`src/rtl/boron_pkg.sv`:
```
// Shared Boron constants and controller state encoding, common to the encrypt and decrypt sequencers.
package boron_pkg;

    localparam int ROUNDS = 25;
    localparam int BLK_W  = 64;
    localparam int KEY_W  = 80;
    localparam int CNT_W  = 5;

    typedef enum logic [2:0] {
        IDLE   = 3'd0,
        KEYGEN = 3'd1,
        WHITEN = 3'd2,
        ROUND  = 3'd3,
        DONE   = 3'd4
    } state_t;

endpackage

```
`src/rtl/boron_decrypt_ctrl.sv`:
```
// Iterative Boron decryption sequencer: expands K0 to K25 (or reuses the cached K25),
// whitens, then walks the external inverse round and inverse key-schedule units down to K0.
module boron_decrypt_ctrl
    import boron_pkg::*;
#(
    parameter int ROUNDS = boron_pkg::ROUNDS,
    parameter int BLK_W  = boron_pkg::BLK_W,
    parameter int KEY_W  = boron_pkg::KEY_W,
    parameter int CNT_W  = boron_pkg::CNT_W
) (
    input  logic             clk,
    input  logic             rst,
    input  logic             in_valid_i,
    output logic             in_ready_o,
    input  logic [BLK_W-1:0] in_data_i,
    input  logic [KEY_W-1:0] in_key_i,
    input  logic             in_keep_key_i,
    output logic             out_valid_o,
    input  logic             out_ready_i,
    output logic [BLK_W-1:0] out_data_o,
    output logic [BLK_W-1:0] rnd_data_o,
    output logic [KEY_W-1:0] rnd_key_o,
    output logic [CNT_W-1:0] rnd_cnt_o,
    input  logic [BLK_W-1:0] rnd_data_i,
    input  logic [KEY_W-1:0] key_fwd_i,
    input  logic [KEY_W-1:0] key_inv_i,
    output logic             busy_o
);

    localparam logic [CNT_W-1:0] CNT_LAST = CNT_W'(ROUNDS - 1);

    state_t           r_state;
    logic [BLK_W-1:0] r_data;
    logic [KEY_W-1:0] r_key;
    logic [KEY_W-1:0] r_k25;
    logic             r_k25_vld;
    logic [CNT_W-1:0] r_cnt;
    logic             r_in_rdy;
    logic             r_out_vld;
    logic             r_busy;

    always_ff @(posedge clk or posedge rst) begin
        if (rst) begin
            r_state   <= IDLE;
            r_data    <= '0;
            r_key     <= '0;
            r_k25     <= '0;
            r_k25_vld <= 1'b0;
            r_cnt     <= '0;
            r_in_rdy  <= 1'b1;
            r_out_vld <= 1'b0;
            r_busy    <= 1'b0;
        end else begin
            case (r_state)
                IDLE: begin
                    if (in_valid_i && r_in_rdy) begin
                        r_data   <= in_data_i;
                        r_in_rdy <= 1'b0;
                        r_busy   <= 1'b1;
                        // A keep request without a cached K25 falls back to full expansion.
                        if (in_keep_key_i && r_k25_vld) begin
                            r_key   <= r_k25;
                            r_state <= WHITEN;
                        end else begin
                            r_key   <= in_key_i;
                            r_cnt   <= '0;
                            r_state <= KEYGEN;
                        end
                    end
                end
                KEYGEN: begin
                    r_key <= key_fwd_i;
                    if (r_cnt == CNT_LAST) begin
                        r_k25     <= key_fwd_i;
                        r_k25_vld <= 1'b1;
                        r_state   <= WHITEN;
                    end else begin
                        r_cnt <= r_cnt + CNT_W'(1);
                    end
                end
                WHITEN: begin
                    r_data  <= r_data ^ r_key[BLK_W-1:0];
                    r_cnt   <= CNT_LAST;
                    r_state <= ROUND;
                end
                ROUND: begin
                    r_data <= rnd_data_i;
                    r_key  <= key_inv_i;
                    if (r_cnt == '0) begin
                        r_out_vld <= 1'b1;
                        r_state   <= DONE;
                    end else begin
                        r_cnt <= r_cnt - CNT_W'(1);
                    end
                end
                DONE: begin
                    // Ready rises only after the handshake edge, so a new block is taken a cycle later.
                    if (out_ready_i) begin
                        r_out_vld <= 1'b0;
                        r_in_rdy  <= 1'b1;
                        r_busy    <= 1'b0;
                        r_state   <= IDLE;
                    end
                end
                default: begin
                    r_state   <= IDLE;
                    r_in_rdy  <= 1'b1;
                    r_out_vld <= 1'b0;
                    r_busy    <= 1'b0;
                end
            endcase
        end
    end

    assign in_ready_o  = r_in_rdy;
    assign out_valid_o = r_out_vld;
    assign busy_o      = r_busy;
    assign out_data_o  = r_data;
    assign rnd_data_o  = r_data;
    assign rnd_key_o   = r_key;
    assign rnd_cnt_o   = r_cnt;

endmodule

```
`config.mk`:
```
export PLATFORM = sky130hd
export DESIGN_NAME = boron_decrypt_ctrl
export DESIGN_NICKNAME = d
export VERILOG_FILES = /design/src/rtl/boron_pkg.sv /design/src/rtl/boron_decrypt_ctrl.sv
export SDC_FILE = /design/constraint.sdc
export NUM_CORES = 1
export LEC_CHECK = 0
export ABC_CLOCK_PERIOD_IN_PS = 20500
export CAP_MARGIN = 10
export CORE_AREA = 5 5 229 231
export CTS_CLUSTER_DIAMETER = 40
export DETAILED_ROUTE_END_ITERATION = 16
export DIE_AREA = 0 0 234 236
export HOLD_SLACK_MARGIN = 0.12
export PLACE_DENSITY_LB_ADDON = 0.08
export SLEW_MARGIN = 20
export SYNTH_ARGS = -nofsm -noshare
export SYNTH_HDL_FRONTEND = slang
export SYNTH_SLANG_ARGS = --single-unit
```
`constraint.sdc`:
```
create_clock -name clk -period 20.5 [get_ports clk]
set_clock_uncertainty 0.05 [all_clocks]
set_input_delay 4.1 -clock clk [delete_from_list [all_inputs] [get_ports clk]]
set_output_delay 4.1 -clock clk [all_outputs]
set_load 0.02 [all_outputs]
```
* Yosys cells after proc, flatten, opt, wreduce, memory -nomap -nowiden *
Index checks and enable logic that the tools add are counted.

word-level totals
  register bits = 236
  input bits = 373
  output and inout port bits = 216
  logic and storage cells = 66

operators by class
  add/subtract/negate cells = 2
  eq/ne operators = 12
  multiplexer cells = 24
  bitwise gates (word level) = 3
  reduce and logical (&&, ||, !) cells = 16

operator list
  kind                   count
  $pmux W80 S3           1
  $pmux W64 S3           1
  $mux W80               2
  $mux W64               1
  $xor A64 B64 Y64       1
  $mux W5                4
  $pmux W5 S4            1
  $pmux W3 S5            1
  $ne A2 B2 Y1 const B   7
  $mux W3                4
  $pmux W1 S3            3
  $eq A3 B2 Y1 const B   2
  $reduce_and A2 Y1      3
  $reduce_and A3 Y1      2
  $reduce_bool A3 Y1     2
  $reduce_or A3 Y1       2
  $add A5 B1 Y5 const B  1
  $eq A5 B5 Y1 const B   1
  $logic_not A5 Y1       1
  $mux W1                5
  $reduce_and A5 Y1      1
  $sub A5 B1 Y5 const B  1
  $reduce_and A4 Y1      1
  $reduce_bool A4 Y1     1
  6 further kinds        8

* Logic depth before layout (Yosys ltp) *
  word-level depth = 4
  gate-level depth with buffers = 10
  gate-level depth less buffers = 8

* Worst setup path after synthesis *
OpenSTA, ideal clock, no wires.

  kind = input port to flip-flop
  from = input port in_valid_i
  to = register r_key[0] (netlist: rnd_key_o[0])
  setup time = 134 ps
  data arrival time = 5199 ps
  data required time = 20316 ps
  slack = 15117 ps
  stages on the path = 6
  buffers on the path = 2
  cell sequence = nand2_1 -> nor2_1 -> o21bai_1 -> clkbuf_1 -> clkbuf_1 -> o21ai_0

between the ends
  word-level cells in the longest chain between the ends = 3

RTL lines
  item                         RTL line                  source
  start: declaration           boron_decrypt_ctrl.sv:13  input logic in_valid_i,
  $logic_and A1 B1 Y1          boron_decrypt_ctrl.sv:56  if (in_valid_i && r_in_rdy) begin
  $ne A2 B2 Y1 (no line)       n/a
  $reduce_and A2 Y1 (no line)  n/a
  end signal: assignment       boron_decrypt_ctrl.sv:62  r_key <= r_k25;
  end signal: assignment       boron_decrypt_ctrl.sv:65  r_key <= in_key_i;
  end signal: assignment       boron_decrypt_ctrl.sv:72  r_key <= key_fwd_i;
  end: declaration             boron_decrypt_ctrl.sv:34  logic [KEY_W-1:0] r_key;

No other way between the ends.
A chain may end at the register's enable or synchronous reset.

* Worst setup path after layout *
  from = input port in_keep_key_i
  to = register r_cnt[1] (netlist: rnd_cnt_o[1])

between the ends
  word-level cells in the longest chain between the ends = 3

RTL lines
  item                         RTL line                  source
  start: declaration           boron_decrypt_ctrl.sv:17  input logic in_keep_key_i,
  $logic_and A1 B1 Y1          boron_decrypt_ctrl.sv:61  if (in_keep_key_i && r_k25_vld) begin
  $ne A2 B2 Y1 (no line)       n/a
  $reduce_and A5 Y1 (no line)  n/a
  end signal: assignment       boron_decrypt_ctrl.sv:78  r_cnt <= r_cnt + CNT_W'(1);
  end signal: assignment       boron_decrypt_ctrl.sv:93  r_cnt <= r_cnt - CNT_W'(1);
  end: declaration             boron_decrypt_ctrl.sv:37  logic [CNT_W-1:0] r_cnt;

No other way between the ends.

==> impl_metrics.env <==
export IMPL_grt_pass1_vias=13227
export IMPL_clkSlewWorstSetupHoldPaths_ns=0.05
export IMPL_grt_antenna_before_repair=14
export IMPL_rsz0062_at_grt="no"
export IMPL_synth_top_area_cell="dfrtp_1"
export IMPL_worstPathArrival_ns=6.70
export IMPL_clock_fmax_mhz=159
export IMPL_met2_usage=0.335
export IMPL_initial_core_util=0.273
export IMPL_syn_nets=1835
export IMPL_cts_buffers=55
export IMPL_ant_nets=0
export IMPL_use_met3=0.0569
export IMPL_row_count=82
export IMPL_worst_path_max_fanout=45
export IMPL_critPathLaunchType="input pin"
export IMPL_synth_edf_count=0
export IMPL_min_period_over_period=0.307
export IMPL_ir_drop_mv=0.0744
export IMPL_grt_pass1_wl_mm=87.0
export IMPL_post_cts_resized=0
export IMPL_ios=589
export IMPL_firstDrtPassIters=8
export IMPL_setup_violations=0
export IMPL_drive_above_1_share=0.146
export IMPL_dieWidth_um=234
export IMPL_whs_ns=0.428
export IMPL_cts_buffer_depth=3
export IMPL_wl_per_cell_um=22.1
export IMPL_pre_cts_ws_ns=13.57
export IMPL_root_buffer="clkbuf_16"
export IMPL_dieArea_um2=55200
export IMPL_pwr_density_cell_nw_per_um2=172
export IMPL_seq_area_frac_synth=0.433
export IMPL_fp_dieH_um=236
export IMPL_status="completed"
export IMPL_final_max_slew_viol_count=0
export IMPL_grt_max_degree=116
export IMPL_netlist_area_um2=13600
export IMPL_critPathCaptureType="flip-flop"
export IMPL_synth_cells=1457
export IMPL_avgSynthCellArea_um2=9.36
export IMPL_wirelength_mm=58.9
export IMPL_clock_sinks=236
export IMPL_cts_setup_buffers=0
export IMPL_power_leakage_nw=8.68
export IMPL_setup_ws_ns=14.20
export IMPL_async_flop_share=1.00
export IMPL_grt_usage=0.203
export IMPL_synth_top_area_frac=0.431
export IMPL_numPortBuffers=588
export IMPL_n_fill_cell=4889
export IMPL_synth_most_common_cell="o21ai_0"
export IMPL_cts_tree="yes"
export IMPL_vias_per_cell=4.85
export IMPL_nets=2315
export IMPL_synth_distinct_cells=41
export IMPL_ys_top_cells_by_area="dfrtp_1, o21ai_0, mux2_4"
export IMPL_postCtsHoldBufs=0
export IMPL_cp_required_ns=20.90
export IMPL_drc=0
export IMPL_busiest_layer="met2"
export IMPL_first_iter_violations=903
export IMPL_synth_top_flop_cell="dfrtp_1"
export IMPL_hp_class="reg -> reg"
export IMPL_num_vias=12903
export IMPL_yosysWarnings=0
export IMPL_use_met1=0.258
export IMPL_cap_violations=0
export IMPL_hpwl_mm=41.6
export IMPL_tightest_slew_ns=1.12
export IMPL_timing_hold_violations_final=0
export IMPL_clock_latency_ns=0.58
export IMPL_htreeDepth=2
export IMPL_slew_headroom=0.254
export IMPL_core_area_um2=49900
export IMPL_path_class="in -> reg"
export IMPL_area_growth_pct=57.8
export IMPL_synthTopCellsByCount="o21ai_0, nand2_1, dfrtp_1, mux2_2, nand3_1"
export IMPL_overflow=0
export IMPL_ys_seq_elements=236
export IMPL_fin_crit_ns=6.30
export IMPL_routabilityCongestion=0.794
export IMPL_tns_ns=0
cell usage in the layout, fill, tap and decap left out, types with 3 or more instances in the layout:
cell type	count
ha_1	4
clkbuf_16	56
dfrtp_1	234
buf_4	12
bufinv_16	9
nor2b_1	65
o21ai_1	5
clkbuf_8	13
mux2_2	82
nor2_1	72
a21oi_1	4
inv_1	5
clkinv_2	10
mux2_4	79
clkinvlp_4	4
o21a_1	3
clkbuf_1	4
nand2b_4	3
xnor2_1	3
clkdlybuf4s50_1	588
nand2_1	249
o21ai_0	290
a222oi_1	64
diode_2	8
nand3_1	82
power breakdown:
part / internal [mW] / switching, mW / total (mW) / leakage (nW)
Combinational: 0.843 / 0.936 / 1.78 / 4.92
Clock: 0.654 / 0.291 / 0.945 / 0.979
Sequential: 0.721 / 0.253 / 0.974 / 2.78
metal layers:
layer  vias up  share of wire
li1       6100              -
met1      6292           0.42
met2       412           0.48
met3        89          0.074
met4        10          0.024
met5         -         0.0010
registers in the layout, indices dropped and copies added, names as in the netlist:
register     flops
out_valid_o      1
rnd_cnt_o        5
in_ready_o       1
r_k25           80
rnd_key_o       80
out_data_o      64
r_k25_vld        1
busy_o           1
r_state          3
through the flow:
step                      instances  total power, mW  utilization  cell area, um^2
after floorplan                1457             2.03            -            13600
after global placement         2550             2.75        0.390            19400
after detailed placement       2551             2.78        0.390            19500
after CTS                      2652             3.75        0.431            21500
after global routing           2661             3.93        0.431            21500
final                          2661             3.70        0.431            21500
worst max-delay path, cell delays in order:
cell and delay, ns:
clkdlybuf4s50_1 0.46, nand2_4 0.47, buf_4 0.52, a311oi_1 0.16, a211oi_1 0.53, mux2_2 0.40
path summary, 6_finish.rpt:
check / from / slack [ns] / end / cells after the start
max: in_keep_key_i / 14.20 / rnd_cnt_o[1] / 6
min: rnd_key_o[74] / 0.43 / rnd_key_o[74] / 2
max reg2reg: r_state[1] / 15.88 / rnd_cnt_o[4] / 9
min reg2reg: rnd_key_o[74] / 0.43 / rnd_key_o[74] / 2
max in group asynchronous: rst / 14.79 / r_state[1] / 3
min in group asynchronous: rst / 4.01 / out_data_o[44] / 2
final cells by class:
type | count | area (um^2) | area share
antenna | 8 | 20.0 | 0.000931
clock buffer | 73 | 1600 | 0.0741
clock inverter | 28 | 402 | 0.0187
inverter | 6 | 30.0 | 0.00140
multi-input combinational | 1036 | 6690 | 0.311
sequential | 236 | 5910 | 0.275
tap | 672 | 841 | 0.0391
timing repair buffer | 602 | 6030 | 0.280
logic make-up after synthesis:
group | synth area share
multiplexers | 0.156
flip-flops | 0.433
AO/OA/AOI/OAI | 0.164
XOR/XNOR | 0.00193
adder cells (fa/ha/maj) | 0.00514
AND/OR/NAND/NOR | 0.158
buffers and inverters | 0.0810
Note: power is estimated with default switching activity, not from simulation.
